[src/rtl/gpi_edge_capture.sv]
// Memory-mapped general-purpose input: two-flop synchronizer, tick-sampled debounce,
// W1C rising/falling edge flags and a level interrupt while any flag is pending.
module gpi_edge_capture #(
    parameter int unsigned WIDTH     = 4,
    parameter logic [15:0] DIV_RESET = 16'd0
) (
    input  logic             clk,
    input  logic             reset,
    input  logic             ce,
    input  logic             wr_en,
    input  logic [3:0]       addr,
    input  logic [31:0]      wdata,
    output logic [31:0]      rdata,
    input  logic [WIDTH-1:0] inPort,
    output logic             irq
);

    localparam logic [1:0] REG_IDR  = 2'd0;
    localparam logic [1:0] REG_RISE = 2'd1;
    localparam logic [1:0] REG_FALL = 2'd2;
    localparam logic [1:0] REG_CFG  = 2'd3;

    logic [WIDTH-1:0] sync1_q, sync2_q;
    logic [WIDTH-1:0] samp_q, samp_d;
    logic [WIDTH-1:0] idr_q, idr_d;
    logic [WIDTH-1:0] rise_q, rise_d;
    logic [WIDTH-1:0] fall_q, fall_d;
    logic [15:0]      cnt_q, cnt_d;
    logic [15:0]      cfg_q, cfg_d;

    logic             tick;
    logic             wr_rise, wr_fall, wr_cfg;
    logic [WIDTH-1:0] agree, set_r, set_f;
    logic             unused_bits;

    assign unused_bits = ^{addr[1:0], wdata};

    assign wr_rise = ce && wr_en && (addr[3:2] == REG_RISE);
    assign wr_fall = ce && wr_en && (addr[3:2] == REG_FALL);
    assign wr_cfg  = ce && wr_en && (addr[3:2] == REG_CFG);

    assign tick = (cnt_q == cfg_q);

    always_comb begin
        samp_d = samp_q;
        idr_d  = idr_q;
        agree  = ~(samp_q ^ sync2_q);
        if (tick) begin
            samp_d = sync2_q;
            idr_d  = (idr_q & ~agree) | (sync2_q & agree);
        end
        set_r = idr_d & ~idr_q;
        set_f = ~idr_d & idr_q;

        // Clear first, then OR in new edges so a coincident edge survives the W1C.
        rise_d = rise_q;
        fall_d = fall_q;
        if (wr_rise) rise_d = rise_d & ~wdata[WIDTH-1:0];
        if (wr_fall) fall_d = fall_d & ~wdata[WIDTH-1:0];
        rise_d = rise_d | set_r;
        fall_d = fall_d | set_f;

        cfg_d = cfg_q;
        cnt_d = tick ? 16'd0 : cnt_q + 16'd1;
        if (wr_cfg) begin
            cfg_d = wdata[15:0];
            cnt_d = 16'd0;
        end
    end

    always_ff @(posedge clk) begin
        if (reset) begin
            sync1_q <= '0;
            sync2_q <= '0;
            samp_q  <= '0;
            idr_q   <= '0;
            rise_q  <= '0;
            fall_q  <= '0;
            cnt_q   <= '0;
            cfg_q   <= DIV_RESET;
        end else begin
            sync1_q <= inPort;
            sync2_q <= sync1_q;
            samp_q  <= samp_d;
            idr_q   <= idr_d;
            rise_q  <= rise_d;
            fall_q  <= fall_d;
            cnt_q   <= cnt_d;
            cfg_q   <= cfg_d;
        end
    end

    always_comb begin
        rdata = '0;
        if (ce) begin
            case (addr[3:2])
                REG_IDR:  rdata[WIDTH-1:0] = idr_q;
                REG_RISE: rdata[WIDTH-1:0] = rise_q;
                REG_FALL: rdata[WIDTH-1:0] = fall_q;
                REG_CFG:  rdata[15:0]      = cfg_q;
                default:  rdata = '0;
            endcase
        end
    end

    assign irq = (|rise_q) | (|fall_q);

endmodule

[config.mk]
export PLATFORM = sky130hd
export DESIGN_NAME = gpi_edge_capture
export DESIGN_NICKNAME = d
export VERILOG_FILES = /design/src/rtl/gpi_edge_capture.sv
export SDC_FILE = /design/constraint.sdc
export NUM_CORES = 1
export LEC_CHECK = 0
export CAP_MARGIN = 5
export CORE_AREA = 2 2 79 81
export DETAILED_ROUTE_END_ITERATION = 8
export DIE_AREA = 0 0 81 83
export MAX_ROUTING_LAYER = met4
export PLACE_DENSITY = 0.77
export SLEW_MARGIN = 5
export SYNTH_ARGS = -nofsm -noshare
export SYNTH_HDL_FRONTEND = slang
export SYNTH_SLANG_ARGS = --single-unit
[constraint.sdc]
create_clock -name clk -period 2.4 [get_ports clk]
set_input_delay 0.48 -clock clk [delete_from_list [all_inputs] [get_ports clk]]
set_output_delay 0.48 -clock clk [all_outputs]
set_load 0.01 [all_outputs]
==> results.sh <==
export IMPL_result_of_the_run="finished clean"
export IMPL_io_pins=77
export IMPL_core_area_sq_um=5820
export IMPL_layout_cells_most_common="sky130_fd_sc_hd__dfxtp_1"
export IMPL_die_width_um=81
export IMPL_critical_path_n_buffers_inverters=2
export IMPL_io_buffer_count=42
export IMPL_clk_insertion_delay_late_ns=0.30
export IMPL_worst_path_max_fanout=3
export IMPL_gp_routability_congestion=0.821
export IMPL_cap_viol_max_count=0
export IMPL_worst_clock_skew_ns=0.0118
export IMPL_stdcell_count=423
export IMPL_cts_tree="built"
export IMPL_power_static_leakage_uw=0.00118
export IMPL_final_fill_count=561
export IMPL_post_synth_cell_area_avg_sq_um=8.79
export IMPL_final_setup_tns_ns=0
export IMPL_start_util_pct=45.8
export IMPL_antennaDiodeCount=0
export IMPL_postCtsSetupBuffers=0
export IMPL_timing_hold_violations_final=0
export IMPL_net_switching_power_uw=443
export IMPL_setup_violations_final=0
export IMPL_antenna_found_initial=0
export IMPL_path_clk_slew_ns=0.08
export IMPL_grt_max_degree=41
export IMPL_detailed_place_hpwl_um=3850
export IMPL_tightestPinTransition_ns=0.648
export IMPL_worstSetupStartpointType="input pin"
export IMPL_clock_period_minus_worst_slack_ns=2.35
export IMPL_clockBufferDepth=2
export IMPL_layout_worst_path_cycle_share_pct=97.7
export IMPL_sequential_cell_area_fraction_in_the_yosys_report_pct=42.1
export IMPL_hold_class="reg -> reg"
export IMPL_cts_resized=21
export IMPL_routed_wl_um=5390
export IMPL_die_y_um=83
export IMPL_slew_headroom_pct=56.8
export IMPL_comb_power_share_pct=15.4
export IMPL_power_sequential_fraction_pct=56.8
export IMPL_die_area_sq_um=6720
export IMPL_avgViaCountPerCell=4.92
export IMPL_cts_sinks=56
export IMPL_crit_chain="clkdlybuf4s15_2, mux4_2, and2_1, clkdlybuf4s50_1"
export IMPL_ys_warn_count=0
export IMPL_cts_made_buffers=5
export IMPL_route_antenna_remaining_nets=0
export IMPL_cpLargestDelayFamily="buffers and inverters"
export IMPL_p_int_uw=1270
export IMPL_synth_area_sq_um=2660
export IMPL_first_pass_grt_wire_length_um=9080
export IMPL_routedWlPerCell_um=12.7
export IMPL_clk_root_buffer_cell="sky130_fd_sc_hd__clkbuf_8"
export IMPL_num_nets_final=393
export IMPL_power_switching_fraction_pct=25.8
export IMPL_cp_end_kind="primary output"
export IMPL_maxSlewViolCount=0
export IMPL_areaGrowthSynthToFinish_pct=19.3
export IMPL_crit_required_ns=1.92
export IMPL_drtIter0Drc=157
export IMPL_post_route_cells_drive_above_1_share_pct=8.33
export IMPL_rows=28
export IMPL_critPathArrivalTime_ns=1.87
export IMPL_drtPass1Iterations=4
export IMPL_netlist_instances=303
export IMPL_cell_pwr_density_nw_per_um2=539
export IMPL_timing_critical_path_slowest_cell_delay_ns=0.50
export IMPL_synth_cell_type_count=31
export IMPL_num_vias=2081
export IMPL_crit_path_top_delay_cell="sky130_fd_sc_hd__mux4_2"
export IMPL_worst_setup_path_type="in -> out"
export IMPL_synth_ff_latch_count=56
export IMPL_drc=0
export IMPL_ctsHoldBuffers=0
export IMPL_grt_overflow_total=0
export IMPL_worst_ir_drop_vdd_v=0.000340
export IMPL_gr_usage_total_pct=17.5
export IMPL_rsz0062_at_grt="no"
export IMPL_grt_pass1_vias=1936
export IMPL_cts_max_level=2
export IMPL_max_clock_freq_ghz=0.426
export IMPL_p_clk_share_pct=27.8
export IMPL_layout_cells_most_common_list="sky130_fd_sc_hd__dfxtp_1 (56), sky130_fd_sc_hd__nand2_1 (51), sky130_fd_sc_hd__nor2_1 (28), sky130_fd_sc_hd__clkdlybuf4s50_1 (28), sky130_fd_sc_hd__a21oi_1 (24)"
export IMPL_placed_cells=416
worst reg2reg max path: stages (launching register included):
cell and delay [ns]:
sky130_fd_sc_hd__dfxtp_1 0.49, sky130_fd_sc_hd__xnor2_2 0.15, sky130_fd_sc_hd__nand4_1 0.14, sky130_fd_sc_hd__nor4_4 0.32, sky130_fd_sc_hd__or3_1 0.57, sky130_fd_sc_hd__nor2_1 0.12
registers in the layout, indices dropped and copies added, names as in the netlist:
signal and count:
rise_q 4, sync2_q 4, cnt_q 16, fall_q 4, samp_q 4, idr_q 4
cfg_q 16, sync1_q 4
synth_stat cells (all sizes together):
library cell | number | area share [%]
conb | 1 | 0.14
nor2 | 31 | 4.7
o21ai | 4 | 0.75
clkbuf | 9 | 1.3
mux4 | 4 | 3.4
nand3b | 4 | 1.1
ha | 1 | 0.47
nand3 | 6 | 1.1
dfxtp | 56 | 42
a32oi | 4 | 1.3
inv | 1 | 0.14
nor3 | 2 | 0.38
a21oi | 24 | 4.5
nor3b | 2 | 0.56
nor4 | 3 | 1.3
nand2 | 51 | 7.2
xnor2 | 22 | 7.5
xor2 | 8 | 2.6
and3 | 4 | 0.99
nand4 | 8 | 1.9
nor2b | 8 | 1.9
and2 | 21 | 4.9
mux2i | 8 | 3.0
or3 | 1 | 0.24
buf | 20 | 6.5
worst paths after layout:
path,from,endpoint,slack [ns],depth (start not counted)
min reg2reg,sync1_q[2],sync2_q[2],0.44,1
min,sync1_q[2],sync2_q[2],0.44,1
max reg2reg,cnt_q[3],cnt_q[5],0.48,5
max,addr[2],rdata[3],0.05,4
metal layers:
layer	part of all wire [%]	GRT usage (%)	wire (um)
met5	0	-	0
met4	0.41	3.70	22
met3	6.2	3.80	332
met2	46	26.7	2500
met1	47	23.8	2530
power groups by stage:
stage               Clock (uW)  Combinational, uW  Sequential (uW)
floorplan                    0                220              991
global placement             0                258              995
detailed placement           0                263              996
CTS                        490                265              974
global route               531                286              979
finish                     477                263              974
layout make-up:
class	instances	area, sq um	share of cell area [%]
tap	75	93.8	2.95
timing repair buffer	52	489	15.4
clock inverter	1	5.00	0.158
sequential	56	1120	35.3
clock buffer	6	72.6	2.28
multi-input combinational	232	1390	43.8
inverter	1	3.75	0.118
cell families (layout without fill, tap and decap cells):
family	after synthesis	count (layout)	synth area share [%]
compound gates	32	32	6.58
buf+inv	30	60	7.94
simple gates	141	141	26.2
other cells	1	16	0.141
mux	12	12	6.39
fa+ha+maj	1	1	0.470
xor+xnor	30	30	10.2
flops	56	56	42.1
through the flow:
step	utilization (%)	cell area [sq um]	setup WS (ns)	total power (uW)	hold slack (ns)
after floorplan	-	2720	0.423	1210	0.414
after CTS	54.6	3180	0.0502	1730	0.447
after detailed placement	53.5	3110	-0.389	1260	0.426
final	54.6	3180	0.0549	1710	0.440
after global routing	54.6	3180	0.0108	1800	0.460
after global placement	53.5	3110	-0.384	1250	0.418
Note: power is estimated with default switching activity, not from simulation.
